===== src/rtl/ps2_key_tracker_if.sv =====
// Key-event handshake bundle between a PS/2 scan decoder (master) and the key tracker (slave).
interface ps2_key_if #(
  parameter int CODE_W = 8
);
  logic              key_valid;
  logic              key_ready;
  logic [CODE_W-1:0] keycode;
  logic              press;

  modport master (output key_valid, keycode, press, input key_ready);
  modport slave  (input key_valid, keycode, press, output key_ready);
endinterface


===== src/rtl/ps2_key_tracker.sv =====
// Held-key table: records pressed keycodes in slots, drops them on release.
// Define KEY_TRACKER_COMPACT_EN to shift later slots down on release so held keys stay packed from slot 0.
module ps2_key_tracker #(
  parameter int NUM_SLOTS = 4,
  parameter int CODE_W = 8,
  localparam int CNT_W = $clog2(NUM_SLOTS + 1),
  localparam int PTR_W = $clog2(NUM_SLOTS)
) (
  input  logic                        Clk,
  input  logic                        Reset,
  input  logic                        clear,
  ps2_key_if.slave                    key_bus,
  output logic [NUM_SLOTS*CODE_W-1:0] keycode_out,
  output logic [NUM_SLOTS-1:0]        held_mask,
  output logic [CNT_W-1:0]            key_count,
  output logic                        overflow
);

  logic [CODE_W-1:0]    slots [NUM_SLOTS];
  logic [NUM_SLOTS-1:0] hit_vec;
  logic [NUM_SLOTS-1:0] empty_vec;
  logic                 code_nz;
  logic                 accept;
  logic                 any_hit;
  logic                 any_empty;
  logic [PTR_W-1:0]     hit_idx;
  logic [PTR_W-1:0]     free_idx;

  // Code 0 means "empty", so it can never hit and is ignored once accepted.
  assign code_nz = |key_bus.keycode;
  assign accept  = key_bus.key_valid && key_bus.key_ready && !clear && code_nz;

  generate
    for (genvar gi = 0; gi < NUM_SLOTS; gi++) begin : g_slot
      assign hit_vec[gi]   = code_nz && (slots[gi] == key_bus.keycode);
      assign empty_vec[gi] = (slots[gi] == '0);
      assign held_mask[gi] = ~empty_vec[gi];
      assign keycode_out[gi*CODE_W +: CODE_W] = slots[gi];
    end
  endgenerate

  assign any_hit   = |hit_vec;
  assign any_empty = |empty_vec;

  // Downward scan leaves the lowest matching / lowest empty index.
  always_comb begin
    hit_idx   = '0;
    free_idx  = '0;
    key_count = '0;
    for (int i = NUM_SLOTS - 1; i >= 0; i--) begin
      if (hit_vec[i])   hit_idx  = PTR_W'(i);
      if (empty_vec[i]) free_idx = PTR_W'(i);
    end
    for (int i = 0; i < NUM_SLOTS; i++) begin
      key_count = key_count + CNT_W'(held_mask[i]);
    end
  end

`ifdef KEY_TRACKER_COMPACT_EN

  typedef enum logic {IDLE, SHIFT} state_t;

  state_t            state_reg;
  logic [PTR_W-1:0]  ptr_reg;
  logic              ready_reg;
  logic [CODE_W-1:0] next_code;
  logic              ptr_last;

  // Slot above ptr; the top slot has nothing above it.
  always_comb begin
    next_code = '0;
    for (int i = 0; i < NUM_SLOTS - 1; i++) begin
      if (ptr_reg == PTR_W'(i)) next_code = slots[i+1];
    end
  end

  assign ptr_last          = (ptr_reg == PTR_W'(NUM_SLOTS - 1));
  assign key_bus.key_ready = ready_reg;

  always_ff @(posedge Clk or posedge Reset) begin
    if (Reset) begin
      for (int i = 0; i < NUM_SLOTS; i++) slots[i] <= '0;
      overflow  <= 1'b0;
      state_reg <= IDLE;
      ptr_reg   <= '0;
      ready_reg <= 1'b1;
    end else if (clear) begin
      for (int i = 0; i < NUM_SLOTS; i++) slots[i] <= '0;
      overflow  <= 1'b0;
      state_reg <= IDLE;
      ptr_reg   <= '0;
      ready_reg <= 1'b1;
    end else begin
      case (state_reg)
        IDLE: begin
          if (accept) begin
            if (key_bus.press) begin
              if (!any_hit) begin
                if (any_empty) slots[free_idx] <= key_bus.keycode;
                else           overflow        <= 1'b1;
              end
            end else if (any_hit) begin
              ptr_reg   <= hit_idx;
              state_reg <= SHIFT;
              ready_reg <= 1'b0;
            end
          end
        end
        SHIFT: begin
          if (ptr_last || next_code == '0) begin
            slots[ptr_reg] <= '0;
            state_reg      <= IDLE;
            ready_reg      <= 1'b1;
          end else begin
            slots[ptr_reg] <= next_code;
            ptr_reg        <= ptr_reg + PTR_W'(1);
          end
        end
        default: begin
          state_reg <= IDLE;
          ready_reg <= 1'b1;
        end
      endcase
    end
  end

`else

  assign key_bus.key_ready = 1'b1;

  always_ff @(posedge Clk or posedge Reset) begin
    if (Reset) begin
      for (int i = 0; i < NUM_SLOTS; i++) slots[i] <= '0;
      overflow <= 1'b0;
    end else if (clear) begin
      for (int i = 0; i < NUM_SLOTS; i++) slots[i] <= '0;
      overflow <= 1'b0;
    end else if (accept) begin
      if (key_bus.press) begin
        if (!any_hit) begin
          if (any_empty) slots[free_idx] <= key_bus.keycode;
          else           overflow        <= 1'b1;
        end
      end else if (any_hit) begin
        slots[hit_idx] <= '0;
      end
    end
  end

`endif

endmodule

===== src/flat_wrapper.sv =====
// flat-port wrapper written by rule: the top's interface ports become plain ports
module ps2_key_tracker_flat 
#(
  parameter int NUM_SLOTS = 4,
  parameter int CODE_W = 8,
  localparam int CNT_W = $clog2(NUM_SLOTS + 1),
  localparam int PTR_W = $clog2(NUM_SLOTS)
)
  (Clk, Reset, clear, keycode_out, held_mask, key_count, overflow, key_bus_key_valid, key_bus_keycode, key_bus_press, key_bus_key_ready);
  ps2_key_if #(.CODE_W(CODE_W)) key_bus_i ();
  input  logic Clk;
  input  logic Reset;
  input  logic clear;
  output logic [NUM_SLOTS*CODE_W-1:0] keycode_out;
  output logic [NUM_SLOTS-1:0] held_mask;
  output logic [CNT_W-1:0] key_count;
  output logic overflow;
  input wire logic [$bits(key_bus_i.key_valid)-1:0] key_bus_key_valid;
  input wire logic [$bits(key_bus_i.keycode)-1:0] key_bus_keycode;
  input wire logic [$bits(key_bus_i.press)-1:0] key_bus_press;
  output wire logic [$bits(key_bus_i.key_ready)-1:0] key_bus_key_ready;
  assign key_bus_i.key_valid = key_bus_key_valid;
  assign key_bus_i.keycode = key_bus_keycode;
  assign key_bus_i.press = key_bus_press;
  assign key_bus_key_ready = key_bus_i.key_ready;
  ps2_key_tracker #(.NUM_SLOTS(NUM_SLOTS), .CODE_W(CODE_W)) u_core (.Clk(Clk), .Reset(Reset), .clear(clear), .key_bus(key_bus_i), .keycode_out(keycode_out), .held_mask(held_mask), .key_count(key_count), .overflow(overflow));
endmodule

===== config.mk =====
export PLATFORM = sky130hd
export DESIGN_NAME = ps2_key_tracker_flat
export DESIGN_NICKNAME = d
export VERILOG_FILES = /design/src/rtl/ps2_key_tracker_if.sv /design/src/rtl/ps2_key_tracker.sv /design/src/flat_wrapper.sv
export SDC_FILE = /design/constraint.sdc
export NUM_CORES = 1
export LEC_CHECK = 0
export BUFFER_PORTS_ARGS = -buffer_cell sky130_fd_sc_hd__buf_2
export CAP_MARGIN = 20
export CORE_AREA = 3 3 64 66
export DETAILED_ROUTE_END_ITERATION = 7
export DIE_AREA = 0 0 67 69
export GPL_TIMING_DRIVEN = 1
export PLACE_DENSITY_LB_ADDON = 0.15
export SLEW_MARGIN = 20
export SYNTH_ARGS = -nofsm -noshare
export SYNTH_HDL_FRONTEND = slang
export SYNTH_SLANG_ARGS = --single-unit

===== constraint.sdc =====
create_clock -name Clk -period 6.65 [get_ports Clk]
set_input_delay 0.3325 -clock Clk [delete_from_list [all_inputs] [get_ports Clk]]
set_output_delay 0.3325 -clock Clk [all_outputs]
set_load 0.005 [all_outputs]

==> summary.txt, run 1 <==
Place
  • Placed instance count: between 200 and 300
  • Gpl congestion: 0.927
  • Post-DP HPWL: a little under 4000 microns
  • Port-buffer cells: between 50 and 60
  • DP Worst Slack: about 3.8 ns

Logic synthesis
  • Mapped cell area: between 2000 and 2500 sq um
  • Net count after synthesis: 222
  • Post-synthesis async set-or-reset flop share: 100%
  • Synth cell types: 40
  • Main area contributors after synthesis: dfrtp_1, xor2_1, nor4_1
  • Seq/Total Area, Yosys: 41.1%
  • Yosys top cell area share: roughly two fifths
  • Yosys warns: 0
  • Synthesized flop and latch total: 33
  • Most used flip-flop cell after synthesis: dfrtp_1
  • Cell taking the most area after synthesis: dfrtp_1
  • Number of enable flip-flop cells after synthesis: 0
  • Syn Inst Count: slightly above 200
  • Syn Area/Cell: ~9.8 sq um

STA
  • RSZ-0062 raised after global routing: no
  • Hold Vio Cnt, Final: 0
  • Setup slack after layout: 3.93 ns
  • Max Freq: roughly 370 MHz
  • Slew Limit Fails: 0
  • Setup TNS: 0 ns
  • Hold WS: between 0.1 and 0.15 ns
  • Final setup fails: 0
  • Relative slew slack: 47.2%
  • Setup Skew: 0.00278 ns
  • Worst-Margin Slew: 0.788 ns
  • Crit share post-route: 40.9%
  • Tmin final: approximately 2.7 ns

Routing
  • 1st-pass router iterations: 4
  • Final wirelength: around 5300 microns
  • Number of vias per cell: roughly 6
  • WL/cell: 17.7 microns
  • Drt drc: 0
  • Via count: approximately 1,800
  • 1st-iter DRT viols: approximately 120
  • Remaining antenna violation count: 0

Global route
  • GRT Residual Overflow: 0
  • Global Route Usage Sum: between 20% and 30%
  • Vias in the first global route: 1,588
  • Pin count of the biggest net entering global routing: 34
  • First-pass GRT wire length: 8310 microns
  • Initial antenna violation count: 0

Clocking
  • Clock root buffer: clkbuf_8
  • Max clock buf depth: 2
  • TritonCTS buffer count: 5
  • Setup bufs post-CTS: 0
  • CTS tree: yes
  • # clock sinks: 33
  • H-Tree Depth: 2
  • Post-CTS sizing: 0
  • Clock latency on the worst-skew pair: between 0.2 and 0.3 ns
  • Hold buffer count at cts: 0
  • Clock-pin slew on the worst setup and hold paths: ~0.06 ns

Floorplan
  • DIE HEIGHT: 69 microns
  • Core area: around 3600 sq um
  • Io pins: between 50 and 60
  • Die area: 4620 sq um
  • Row cnt: 22
  • Initial Utilization: between 50 and 60%
  • Die Width: approximately 67 microns

Final layout
  • Register Area: roughly 830 sq um
  • Commonest non-fill, non-tap cells in the layout: buf_2, dfrtp_1, xor2_1
  • Final net count: roughly 270
  • Most common cell after layout, fill and taps aside: buf_2
  • Fillers: 329
  • Area grow syn2layout: 16.4%
  • Share of layout cells above drive strength 1: a little over a quarter
  • Final non-filler cell total: approximately 300
  • Diode count: 0
  • Multi-input gate area: 1080 sq um

Pwr
  • Total Power: between 0.0005 and 0.0006 W
  • Pwr Density: around 240 nW/um^2
  • Worst vdd ir: 0.150 mV
  • Leakage power: about 1.2 nW

Setup path
  • Crit. End Element: output pin
  • WS Path Type: reg2out
  • Critical Path AT: ~2.4 ns
  • Req. time, crit path: around 6.3 ns
  • CP max FO: 4
  • Worst setup SP type: flip-flop
  • R2r setup slk: approximately 4.0 ns

Status
  • Status: complete, no violations

Run
  • MaxCap Viol Count: 0

Worst hold path
  • Hold WC Path Type: in2async
-- cells in the mapped netlist (2+ instances only) --
master     count
a21oi_1        2
a32o_1         8
and2_1         2
and3_1         3
buf_2          4
buf_4          3
buf_6          3
clkbuf_1       4
dfrtp_1       33
ha_1           2
inv_1          2
nand2_1       25
nand3_1        2
nor2_1        17
nor4_1        16
nor4_2         2
o21a_1         8
o21ai_1        2
o22ai_1        8
o2bb2ai_1      8
o31ai_1        2
xor2_1        32
-- sequential cells by signal, summed over array words and instances (netlist names) --
| register | flops |
|---|---|
| u_core.overflow | 1 |
| u_core.keycode_out | 32 |
-- worst max-delay path, stage by stage, from the launching register on --
cell and delay (ns):
dfrtp_1 0.42, nor4_1 0.32, and2_1 0.23, inv_1 0.08
ha_1 0.29, fa_1 0.37, ha_1 0.28, buf_2 0.13
-- report_power, final --
part	leakage, nW	total, W	switching (W)	internal, W
Combinational	0.728	0.000175	0.000104	0.0000715
Sequential	0.457	0.000229	0.0000160	0.000213
Clock	0.0443	0.000149	0.0000669	0.0000820
-- path summary, 6_finish.rpt --
kind,from,cells after the start,to
worst max-delay path,u_core.keycode_out[0]$_DFFE_PP0P_,7,key_count[1]
worst min-delay path,Reset,3,u_core.keycode_out[22]$_DFFE_PP0P_
worst max register to register,u_core.keycode_out[13]$_DFFE_PP0P_,7,u_core.keycode_out[10]$_DFFE_PP0P_
worst min register to register,u_core.overflow$_DFFE_PP0P_,2,u_core.overflow$_DFFE_PP0P_
max in group asynchronous,Reset,3,u_core.keycode_out[21]$_DFFE_PP0P_
min in group Clk,clear,2,u_core.overflow$_DFFE_PP0P_
-- cell families (layout without fill, tap and decap cells) --
family	count (synthesis)	count (layout)	share of synthesized area, %
flops	33	33	41.1
fa+ha+maj	3	3	2.24
simple gates	75	75	19.2
buf+inv	17	64	5.10
xor+xnor	32	32	13.9
other cells	1	1	0.187
mux	1	1	0.747
compound gates	44	44	17.5
-- layout make-up --
class	count	area share, %
multi-input combinational	156	46.2
tap	48	2.57
sequential	33	35.3
clock buffer	7	3.69
timing repair buffer	54	11.8
inverter	3	0.481
-- layer usage --
layer / up-vias / track usage (%) / part of all wire, %
li1: 840 / - / -
met1: 858 / 36.1 / 45
met2: 67 / 33.8 / 46
met3: 11 / 4.72 / 6.6
met4: 0 / 6.31 / 1.6
met5: - / 0 / 0
-- per-stage QoR --
stage | util [%] | cell area (sq um)
after floorplan | - | 2010
after global placement | 62.1 | 2250
after detailed placement | 62.1 | 2250
after CTS | 64.4 | 2340
after global routing | 64.4 | 2340
final | 64.4 | 2340
(Power assumes the default switching activity.)
==> inputs of run 2 (changes only) <==
--- a/config.mk
+++ b/config.mk
@@ -7,9 +7,9 @@
 export LEC_CHECK = 0
 export BUFFER_PORTS_ARGS = -buffer_cell sky130_fd_sc_hd__buf_2
 export CAP_MARGIN = 20
-export CORE_AREA = 3 3 64 66
+export CORE_AREA = 3 3 67 69
 export DETAILED_ROUTE_END_ITERATION = 7
-export DIE_AREA = 0 0 67 69
+export DIE_AREA = 0 0 70 72
 export GPL_TIMING_DRIVEN = 1
 export PLACE_DENSITY_LB_ADDON = 0.15
 export SLEW_MARGIN = 20
==> constraint.sdc (replaced) <==
create_clock -name Clk -period 2.6 [get_ports Clk]
set_input_delay 0.13 -clock Clk [delete_from_list [all_inputs] [get_ports Clk]]
set_output_delay 0.13 -clock Clk [all_outputs]
set_load 0.005 [all_outputs]
==> run 2 against run 1 <==
Setup slack worse by 3.8 ns. Combinational power grew to 3.1 times the previous value. Clock power grew to 2.6 times the previous value. Clock-buffer cell count is the same.
==> summary.txt, run 2 (synthesized netlist as in run 1, its figures left out) <==
Setup path
  • Req. time, crit path: 2.78 ns (-3.54 ns)
  • Critical Path AT: 2.68 ns (+0.29 ns)
  • WS Path Type: reg2reg
  • CP max FO: 8 (+4)
  • Worst setup SP type: flip-flop
  • CP Launch Point: u_core.keycode_out[14]$_DFFE_PP0P_
  • Crit. End Element: flip-flop
  • R2R Path Start: u_core.keycode_out[14]$_DFFE_PP0P_

Final layout
  • Most common cell after layout, fill and taps aside: buf_2
  • Max FFs per register: 32 (unchanged)
  • Final net count: 282 (+4.8%)
  • Diode count: 0 (unchanged)
  • Share of layout cells above drive strength 1: 33.1% (+6.2 points)
  • Area grow syn2layout: 23.1%
  • Fillers: 373 (+13%)
  • Commonest non-fill, non-tap cells in the layout: buf_2, xor2_1, dfrtp_1

Global route
  • First-pass GRT wire length: 9030 microns (+8.6%)
  • Pin count of the biggest net entering global routing: 34 (unchanged)
  • GRT Residual Overflow: 0 (unchanged)
  • Initial antenna violation count: 0 (unchanged)
  • Global Route Usage Sum: 22.9% (-0.70 points)
  • Vias in the first global route: 1,725 (+8.6%)

STA
  • Hold Vio Cnt, Final: 0 (unchanged)
  • RSZ-0062 raised after global routing: no
  • Slew Limit Fails: 0 (unchanged)
  • Setup Skew: 0.00793 ns (+0.00514 ns)
  • Setup TNS: 0 ns (unchanged)
  • Final setup fails: 0 (unchanged)
  • Tmin final: ~2.5 ns
  • Max Freq: approximately 400 MHz
  • Crit share post-route: between 90% and 100%

Pwr
  • Total Power: 0.00152 W (+180%)
  • Leakage power: 1.30 nW (+5.4%)
  • Worst vdd ir: 0.359 mV (+140%)
  • Pwr Density: 615 nW/um^2 (+160%)

Clocking
  • Clock latency on the worst-skew pair: 0.29 ns (about the same)
  • Clock root buffer: clkbuf_8
  • Max clock buf depth: 2 (unchanged)
  • H-Tree Depth: 2 (unchanged)
  • # clock sinks: 33 (unchanged)
  • TritonCTS buffer count: 5 (unchanged)
  • Clock-pin slew on the worst setup and hold paths: 0.07 ns (about the same)
  • CTS tree: yes

Routing
  • Number of vias per cell: 5.97 (+1.2%)
  • 1st-iter DRT viols: 91 (-24%)
  • 1st-pass router iterations: 4 (unchanged)
  • Remaining antenna violation count: 0 (unchanged)
  • Via count: 1,887 (+6.3%)
  • Drt drc: 0 (unchanged)
  • Final wirelength: 5690 microns (+7.1%)
  • WL/cell: 18.0 microns (+2.0%)

Floorplan
  • Core area: 3970 sq um (+9.3%)
  • Row cnt: 23 (+4.5%)
  • Initial Utilization: 50.6% (-4.7 points)
  • Die area: 5040 sq um (+9.0%)
  • Io pins: 54 (unchanged)
  • DIE HEIGHT: 72 microns (+4.3%)
  • Die Width: 70 microns (+4.5%)

Status
  • Status: complete, no violations

Worst hold path
  • Hold WC Path Type: in2reg
  • Hold_sp: clear

Place
  • Post-DP HPWL: 4260 microns (+9.9%)
  • Port-buffer cells: 52 (unchanged)
  • Gpl congestion: 0.933 (+0.64%)

Run
  • MaxCap Viol Count: 0 (unchanged)
[run 2: cell count changes in the layout (fill, tap and decap cells not counted), sizes merged]
cell / before / now
buf: 54 / 66
dlygate4sd3: 0 / 1
[run 2: area by class of cell]
class                           instances  area (sq um)  area share (%)
Clock buffer                            7          86.3            3.49
Sequential cell                        33           827            33.4
Timing Repair Buffer                   67           375            15.2
Multi-Input combinational cell        156          1110            44.9
Tap cell                               50          62.6            2.53
Inverter                                3          11.3           0.455
[run 2: through the flow]
step	instance area, sq um	util (%)	std cells	worst slack, ns	hold slack, ns
final	2470	62.3	316	0.100	0.142
after detailed placement	2320	58.3	304	0.00474	0.237
after floorplan	2010	-	206	0.216	0.259
after CTS	2410	60.8	312	0.0170	0.137
after global placement	2320	58.3	304	0.0905	0.237
after global routing	2470	62.3	316	0.00754	0.156
[run 2: path summary, 6_finish.rpt]
| check | to | slack [ns] | cells after the start |
|---|---|---|---|
| max reg2reg | u_core.keycode_out[5]$_DFFE_PP0P_ | 0.10 | 7 |
| min | u_core.overflow$_DFFE_PP0P_ | 0.14 | 2 |
| max in group asynchronous | u_core.keycode_out[9]$_DFFE_PP0P_ | 1.81 | 4 |
| min in group asynchronous | u_core.keycode_out[5]$_DFFE_PP0P_ | 0.46 | 4 |
| max | u_core.keycode_out[5]$_DFFE_PP0P_ | 0.10 | 7 |
| min reg2reg | u_core.overflow$_DFFE_PP0P_ | 0.51 | 2 |
[run 2: report_power, final]
| group | switching [W] | internal, W |
|---|---|---|
| registers | 0.0000433 | 0.000546 |
| logic | 0.000297 | 0.000250 |
| clock network | 0.000178 | 0.000210 |
[run 2: worst max-delay path, stage by stage (launching register included)]
cell and delay [ns]:
dfrtp_1 0.43, xor2_1 0.21, nor4_1 0.08, and4_1 0.23
or4_4 0.54, mux2_4 0.36, o21ba_2 0.27, a32o_1 0.27
[run 2: what timing repair did]
item	CTS	global route
endpoints found under the hold margin	33	0
resized for setup	0	9
buffers inserted	0	4
endpoints found under the setup margin	0	15
hold buffers	1	0
[run 2: per-layer routing]
layer,global-route usage [%],wire [microns],part of all wire [%],vias up
met4,5.74,70,1.2,0
met1,32.3,2440,43,930
li1,-,-,-,866
met5,0,0,0,-
met3,4.71,400,7.0,7
met2,36.6,2780,49,84
